--- src/rtl/rede_collect_pkg.sv ---
// Shared constants and the FIFO entry type for the rede_float result collector.
// Optional macro REDE_COLLECT_TIMESTAMP_EN adds a 16-bit capture timestamp to each entry.
package rede_collect_pkg;

   localparam int NCORES_DEF = 24;
   localparam int DATA_W     = 28;
   localparam int EN_W       = 4;
   localparam int IDX_W      = 5;
   localparam int TS_W       = 16;

   localparam logic [EN_W-1:0] EN_VALID = 4'd1;

   // One queued result: which core produced it and the signed value
   typedef struct packed {
      logic [IDX_W-1:0]         idx;
      logic signed [DATA_W-1:0] data;
`ifdef REDE_COLLECT_TIMESTAMP_EN
      logic [TS_W-1:0]          ts;
`endif
   } collectEntry_t;

endpackage

--- src/rtl/rede_collect_fifo.sv ---
// Synchronous FIFO with a registered head word, occupancy level and full/empty flags.
// The head register keeps its last value when the FIFO drains, so the stream
// outputs hold steady while nothing is available.
module rede_collect_fifo #(
   parameter  int DEPTH = 16,
   parameter  int WIDTH = 33,
   localparam int AW    = $clog2(DEPTH)
) (
   input  logic             clk,
   input  logic             rst,
   input  logic             push_i,
   input  logic [WIDTH-1:0] wdata_i,
   input  logic             pop_i,
   output logic [WIDTH-1:0] rdata_o,
   output logic [AW:0]      level_o,
   output logic             full_o,
   output logic             empty_o
);

   logic [WIDTH-1:0] mem_q [DEPTH];
   logic [AW-1:0]    rdPtr_q, rdPtr_d;
   logic [AW-1:0]    wrPtr_q, wrPtr_d;
   logic [AW:0]      count_q, count_d;
   logic [WIDTH-1:0] head_q, head_d;
   logic             pushEn, popEn;
   logic [AW-1:0]    headAddr;

   assign full_o  = (count_q == (AW+1)'(DEPTH));
   assign empty_o = (count_q == '0);
   assign level_o = count_q;
   assign rdata_o = head_q;

   // Pointer, count and next-head computation; a push into the slot that becomes
   // the head is forwarded directly so the head register never sees stale memory
   always_comb begin
      popEn    = pop_i && !empty_o;
      pushEn   = push_i && (!full_o || popEn);
      rdPtr_d  = rdPtr_q + AW'(popEn);
      wrPtr_d  = wrPtr_q + AW'(pushEn);
      count_d  = count_q + (AW+1)'(pushEn) - (AW+1)'(popEn);
      headAddr = rdPtr_d;
      head_d   = head_q;
      if (count_d != '0) begin
         if (pushEn && (headAddr == wrPtr_q)) begin
            head_d = wdata_i;
         end else begin
            head_d = mem_q[headAddr];
         end
      end
   end

   // Storage array; contents are only meaningful between the pointers, so no reset
   always_ff @(posedge clk) begin
      if (pushEn) begin
         mem_q[wrPtr_q] <= wdata_i;
      end
   end

   // Pointer, occupancy and head registers
   always_ff @(posedge clk or negedge rst) begin
      if (!rst) begin
         rdPtr_q <= '0;
         wrPtr_q <= '0;
         count_q <= '0;
         head_q  <= '0;
      end else begin
         rdPtr_q <= rdPtr_d;
         wrPtr_q <= wrPtr_d;
         count_q <= count_d;
         head_q  <= head_d;
      end
   end

endmodule

--- src/rtl/rede_collect.sv ---
// Result collector for the rede_float core array: one holding slot per core,
// a round-robin arbiter into a shared FIFO, and a valid/ready output stream.
// Optional macro REDE_COLLECT_TIMESTAMP_EN adds a cycle-counter sample on m_ts.
module rede_collect
   import rede_collect_pkg::*;
#(
   parameter  int NCORES     = NCORES_DEF,
   parameter  int FIFO_DEPTH = 16,
   localparam int LVL_W      = $clog2(FIFO_DEPTH) + 1
) (
   input  logic                     clk,
   input  logic                     rst,
   input  logic [NCORES*DATA_W-1:0] io_out_bus,
   input  logic [NCORES*EN_W-1:0]   out_en_bus,
   output logic                     m_valid,
   input  logic                     m_ready,
   output logic [IDX_W-1:0]         m_idx,
   output logic signed [DATA_W-1:0] m_data,
   output logic [LVL_W-1:0]         fifo_level,
   output logic [NCORES-1:0]        overrun,
   input  logic                     ovr_clr
`ifdef REDE_COLLECT_TIMESTAMP_EN
   ,
   output logic [TS_W-1:0]          m_ts
`endif
);

   localparam int ENTRY_W = $bits(collectEntry_t);

   logic [NCORES-1:0]        slotValid_q, slotValid_d;
   logic signed [DATA_W-1:0] slotData_q [NCORES];
   logic signed [DATA_W-1:0] slotData_d [NCORES];
   logic [NCORES-1:0]        overrun_q, overrun_d;
   logic [NCORES-1:0]        ovrSet;
   logic [IDX_W-1:0]         ptr_q, ptr_d;
   logic [NCORES-1:0]        pulse;
   logic                     grantFound, grant;
   logic [IDX_W-1:0]         grantIdx;
   logic [NCORES-1:0]        grantMask;
   logic                     popFire, fifoFull, fifoEmpty;
   collectEntry_t            pushEntry, headEntry;
   logic [ENTRY_W-1:0]       fifoRdata;
   int                       cand;

`ifdef REDE_COLLECT_TIMESTAMP_EN
   logic [TS_W-1:0]          tsCount_q;
   logic [TS_W-1:0]          slotTs_q [NCORES];
   logic [TS_W-1:0]          slotTs_d [NCORES];
`endif

   assign popFire   = m_valid && m_ready;
   assign m_valid   = !fifoEmpty;
   assign headEntry = collectEntry_t'(fifoRdata);
   assign m_idx     = headEntry.idx;
   assign m_data    = headEntry.data;
   assign overrun   = overrun_q;
`ifdef REDE_COLLECT_TIMESTAMP_EN
   assign m_ts      = headEntry.ts;
`endif

   // Decode each core's out_en field into a one-bit result pulse
   always_comb begin
      pulse = '0;
      for (int k = 0; k < NCORES; k++) begin
         pulse[k] = (out_en_bus[k*EN_W +: EN_W] == EN_VALID);
      end
   end

   // Round-robin search starting at the pointer; a grant needs room in the FIFO,
   // which includes the case of a full FIFO being popped this cycle
   always_comb begin
      grantFound = 1'b0;
      grantIdx   = '0;
      cand       = 0;
      for (int i = 0; i < NCORES; i++) begin
         cand = int'(ptr_q) + i;
         if (cand >= NCORES) begin
            cand = cand - NCORES;
         end
         if (!grantFound && slotValid_q[cand]) begin
            grantFound = 1'b1;
            grantIdx   = IDX_W'(cand);
         end
      end
      grant     = grantFound && (!fifoFull || popFire);
      grantMask = grant ? (NCORES'(1) << grantIdx) : '0;
      if (!grant) begin
         ptr_d = ptr_q;
      end else if (int'(grantIdx) == NCORES - 1) begin
         ptr_d = '0;
      end else begin
         ptr_d = grantIdx + IDX_W'(1);
      end
   end

   // Build the FIFO entry from the granted slot
   always_comb begin
      pushEntry      = '0;
      pushEntry.idx  = grantIdx;
      pushEntry.data = slotData_q[grantIdx];
`ifdef REDE_COLLECT_TIMESTAMP_EN
      pushEntry.ts   = slotTs_q[grantIdx];
`endif
   end

   // Slot next-state: a pulse loads an empty or just-granted slot, otherwise it
   // is dropped and flagged; the set side of overrun wins over a clear
   always_comb begin
      slotValid_d = slotValid_q;
      slotData_d  = slotData_q;
      ovrSet      = '0;
`ifdef REDE_COLLECT_TIMESTAMP_EN
      slotTs_d    = slotTs_q;
`endif
      for (int k = 0; k < NCORES; k++) begin
         if (pulse[k] && (!slotValid_q[k] || grantMask[k])) begin
            slotValid_d[k] = 1'b1;
            slotData_d[k]  = io_out_bus[k*DATA_W +: DATA_W];
`ifdef REDE_COLLECT_TIMESTAMP_EN
            slotTs_d[k]    = tsCount_q;
`endif
         end else if (grantMask[k]) begin
            slotValid_d[k] = 1'b0;
         end
         if (pulse[k] && slotValid_q[k] && !grantMask[k]) begin
            ovrSet[k] = 1'b1;
         end
      end
      overrun_d = (ovr_clr ? '0 : overrun_q) | ovrSet;
   end

   // Slot, overrun and arbiter pointer registers
   always_ff @(posedge clk or negedge rst) begin
      if (!rst) begin
         slotValid_q <= '0;
         slotData_q  <= '{default: '0};
         overrun_q   <= '0;
         ptr_q       <= '0;
      end else begin
         slotValid_q <= slotValid_d;
         slotData_q  <= slotData_d;
         overrun_q   <= overrun_d;
         ptr_q       <= ptr_d;
      end
   end

`ifdef REDE_COLLECT_TIMESTAMP_EN
   // Free-running capture timestamp and the per-slot samples
   always_ff @(posedge clk or negedge rst) begin
      if (!rst) begin
         tsCount_q <= '0;
         slotTs_q  <= '{default: '0};
      end else begin
         tsCount_q <= tsCount_q + TS_W'(1);
         slotTs_q  <= slotTs_d;
      end
   end
`endif

   rede_collect_fifo #(
      .DEPTH (FIFO_DEPTH),
      .WIDTH (ENTRY_W)
   ) u_fifo (
      .clk     (clk),
      .rst     (rst),
      .push_i  (grant),
      .wdata_i (pushEntry),
      .pop_i   (popFire),
      .rdata_o (fifoRdata),
      .level_o (fifo_level),
      .full_o  (fifoFull),
      .empty_o (fifoEmpty)
   );

endmodule

--- config.mk ---
export PLATFORM = sky130hd
export DESIGN_NAME = rede_collect
export DESIGN_NICKNAME = d
export VERILOG_FILES = /design/src/rtl/rede_collect_pkg.sv /design/src/rtl/rede_collect_fifo.sv /design/src/rtl/rede_collect.sv
export SDC_FILE = /design/constraint.sdc
export NUM_CORES = 2
export LEC_CHECK = 0
export CORE_ASPECT_RATIO = 0.7
export CORE_MARGIN = 2
export CORE_UTILIZATION = 45
export DETAILED_ROUTE_END_ITERATION = 10
export PLACE_DENSITY = 0.68
export SLEW_MARGIN = 0
export SYNTH_ARGS = -nofsm -noshare
export SYNTH_HDL_FRONTEND = slang
export SYNTH_HIERARCHICAL = 1
export SYNTH_SLANG_ARGS = --single-unit
--- constraint.sdc ---
create_clock -name clk -period 22.4 [get_ports clk]
set_clock_uncertainty 0.2 [all_clocks]
set_input_delay 3.36 -clock clk [delete_from_list [all_inputs] [get_ports clk]]
set_output_delay 3.36 -clock clk [all_outputs]
set_load 0.02 [all_outputs]
==> flow_summary.ini <==
[placed_design]
gp_congestion = 1.04
dp.final_hpwl_mm = 171
port_buffers = 834

[global_routing]
use_met1_pct = 48.3
use_met3_pct = 9.81
grt_max_degree = 170
grt_pass1_vias = 43600
grt_usage_pct = 33.6
use_met2_pct = 48.5
antenna_found_initial = 37
globalRouteOverflowTotal = 0
busiest_layer = met2
grt_first_pass_wirelength_mm = 336

[sta]
worst_pin_slew_ns = 1.33
setup_viol = 0
fmax_mhz = 92.0
tns_ns = 0
period_share_pct = 48.5
slew_headroom_pct = 11.2
rsz0062_at_grt = no
final_max_slew_viol_count = 0
final.min_clock_period_ns = 10.87
hold_viol = 0

[floorplan]
die_w_um = 449
die_y_um = 315
core-area_mm2 = 0.138
dieArea_mm2 = 0.141
start_util_pct = 45.2
rows = 114
num_io_pins = 835

[worst_setup_path]
crit_type = flip-flop to flip-flop
worst-path-max-fanout = 117
required_ns = 22.88
start_kind = flip-flop
r2r-start = ptr_q[0]
r2r_slack_ns = 11.53
ff2ff_path_depth = 26
r2r_end = u_fifo/rdata_o[7]
crit_path_end_kind = flip-flop
cp_data_arrival_time_ns = 11.35

[detailed_routing]
antenna_left = 0
dr.pass1.iters = 6
wire_per_inst_um = 33.1
drc = 0
via_count = 44400
drt-total-wl_mm = 240
initialDrtViolationCount = 5294
vias_per_cell = 6.12

[clocking]
cts_tree = yes
clock_latency_ns = 0.81
path_clk_slew_ns = 0.06
cts_setup_buffers = 0
cts_resized = 0
ctsRootBufferMaster = clkbuf_16
cts_max_level = 4
clock-sinks = 1299
clk_path_buf_depth = 3
cts_buffers = 131
cts_hold_buf = 0

[synth]
yosys-top-cells-area = dfrtp_1, edfxtp_1, mux2_2
yosysWarnings = 6
ys.flop_type = dfrtp_1
muxShareOfSynthArea_pct = 26.3
synthAdderAreaFrac_pct = 1.08
yosys.cell_types.count = 101
ys_seq_area_share_pct = 56.5
synth_edf_count = 528
syn-instance-count = 4488
synth_top_family_by_area = multiplexers
syn-num-nets = 5313
synth_area_per_cell_um2 = 13.9
synthTopCellsByCount = dfrtp_1, mux2_2, edfxtp_1
synthXorXnorAreaFrac_pct = 0.623
ys_ff_latch = 1299
synth_top_area_share_pct = 31.0
synth-simple-area-share_pct = 7.37
synth_area_mm2 = 0.0623
synth.most_common_cell = dfrtp_1
yosysTopAreaCell = dfrtp_1
synthArstFlopShare_pct = 59.4
synth-compound-area-share_pct = 5.37

[job]
cap_violations = 0

[layout]
area_delta_synth_final_pct = 23.9
drive_above_1_share_pct = 22.4
finalNetCount = 6104

[hold_path]
whs_endpoint = slotData_q[412]
hp-start = slotData_q[412]
min_path_type = flip-flop to flip-flop
min_path_cells = 1

[run_status]
outcome = finished, final reports clean
state kept, by name, indices dropped and copies added, names as in the netlist:
name,count
slotData_q,672
u_fifo/mem_q,528
u_fifo/rdata_o,33
overrun,24
slotValid_q,24
ptr_q,5
u_fifo/level_o,5
u_fifo/rdPtr_q,4
u_fifo/wrPtr_q,4
layout make-up:
type / instances / area (µm²)
clock inverter: 63 / 781
clock buffer: 175 / 3650
timing repair buffer: 943 / 9230
antenna: 19 / 47.5
multi-input combinational: 2826 / 25700
tap: 1856 / 2320
fill: 11300 / 60500
sequential: 1299 / 35200
inverter: 78 / 309
per-stage QoR:
stage	cells	util, %	hold WS (ns)	area (µm²)	setup WS [ns]
after CTS	7240	56.0	0.287	77100	11.67
after global placement	7002	52.8	0.267	72700	11.82
after floorplan	4488	-	0.257	62300	12.78
after global routing	7256	56.0	0.299	77100	10.94
final	7259	56.1	0.286	77200	11.53
after detailed placement	7002	52.8	0.275	72700	11.70
critical path, stage by stage, from the launching register on:
cell and delay, ns:
dfrtp_2 0.34, buf_4 0.59, inv_1 0.29, ha_1 0.54, nand2b_1 0.28, xnor2_1 0.25
inv_1 0.13, ha_1 0.19, a21oi_1 0.28, mux2_2 0.39, a221oi_1 0.63, a31oi_1 0.10
buf_4 0.22, and4_1 0.31, nand3_1 0.50, nor2_1 0.19, a221oi_1 0.38, a22o_4 0.67
buf_4 0.76, buf_12 0.72, mux2i_1 0.29, mux2i_1 0.09, mux2i_1 0.96, o2111ai_1 0.43
buf_4 0.33, mux2_2 0.27, mux2_2 0.26
metal layers:
metal,routed length (µm),share of wire (%),vias up
li1,-,-,18600
met1,104000,43,23100
met2,103000,43,2355
met3,25400,11,351
met4,7740,3.2,22
met5,397,0.17,-
cells in the final DEF, fill, tap and decap left out, types with 28 or more instances in the layout:
cell type        instances
o2111ai_1               30
nor3_1                  47
mux2i_1                426
nor2_1                  53
a21oi_1                 73
o21ai_0                 62
buf_4                  104
dfrtp_1                768
ha_1                    50
a32oi_1                 28
mux4_2                 160
clkbuf_16              133
inv_1                   68
edfxtp_1               528
o22ai_1                 37
mux2_1                 165
mux2_2                 593
nand2_1                393
nand3_1                205
clkdlybuf4s50_1        833
how the worst max path moves through the flow:
stage	startpoint	end	slack [ns]	cells after the start
6_report	ptr_q[0]	u_fifo/rdata_o[7]	11.53	26
5_1_grt	ptr_q[0]	u_fifo/rdata_o[7]	10.94	26
4_1_cts	ptr_q[0]	u_fifo/rdata_o[18]	11.67	25
3_5_place_dp	ptr_q[0]	u_fifo/rdata_o[18]	11.70	25
3_3_place_gp	ptr_q[0]	u_fifo/rdata_o[18]	11.82	25
2_1_floorplan	ptr_q[1]	u_fifo/mem_q[0][0]	12.78	23
logic make-up (layout without fill, tap and decap cells):
family	after synthesis	after routing
mux	1344	1344
flops	1299	1299
simple gates	930	930
compound gates	459	459
buf+inv	363	1259
fa+ha+maj	53	53
xor+xnor	40	40
other cells	0	19
Power is not shown: default switching activity piles up to over one toggle a cycle in this logic, so the estimate is an artifact.
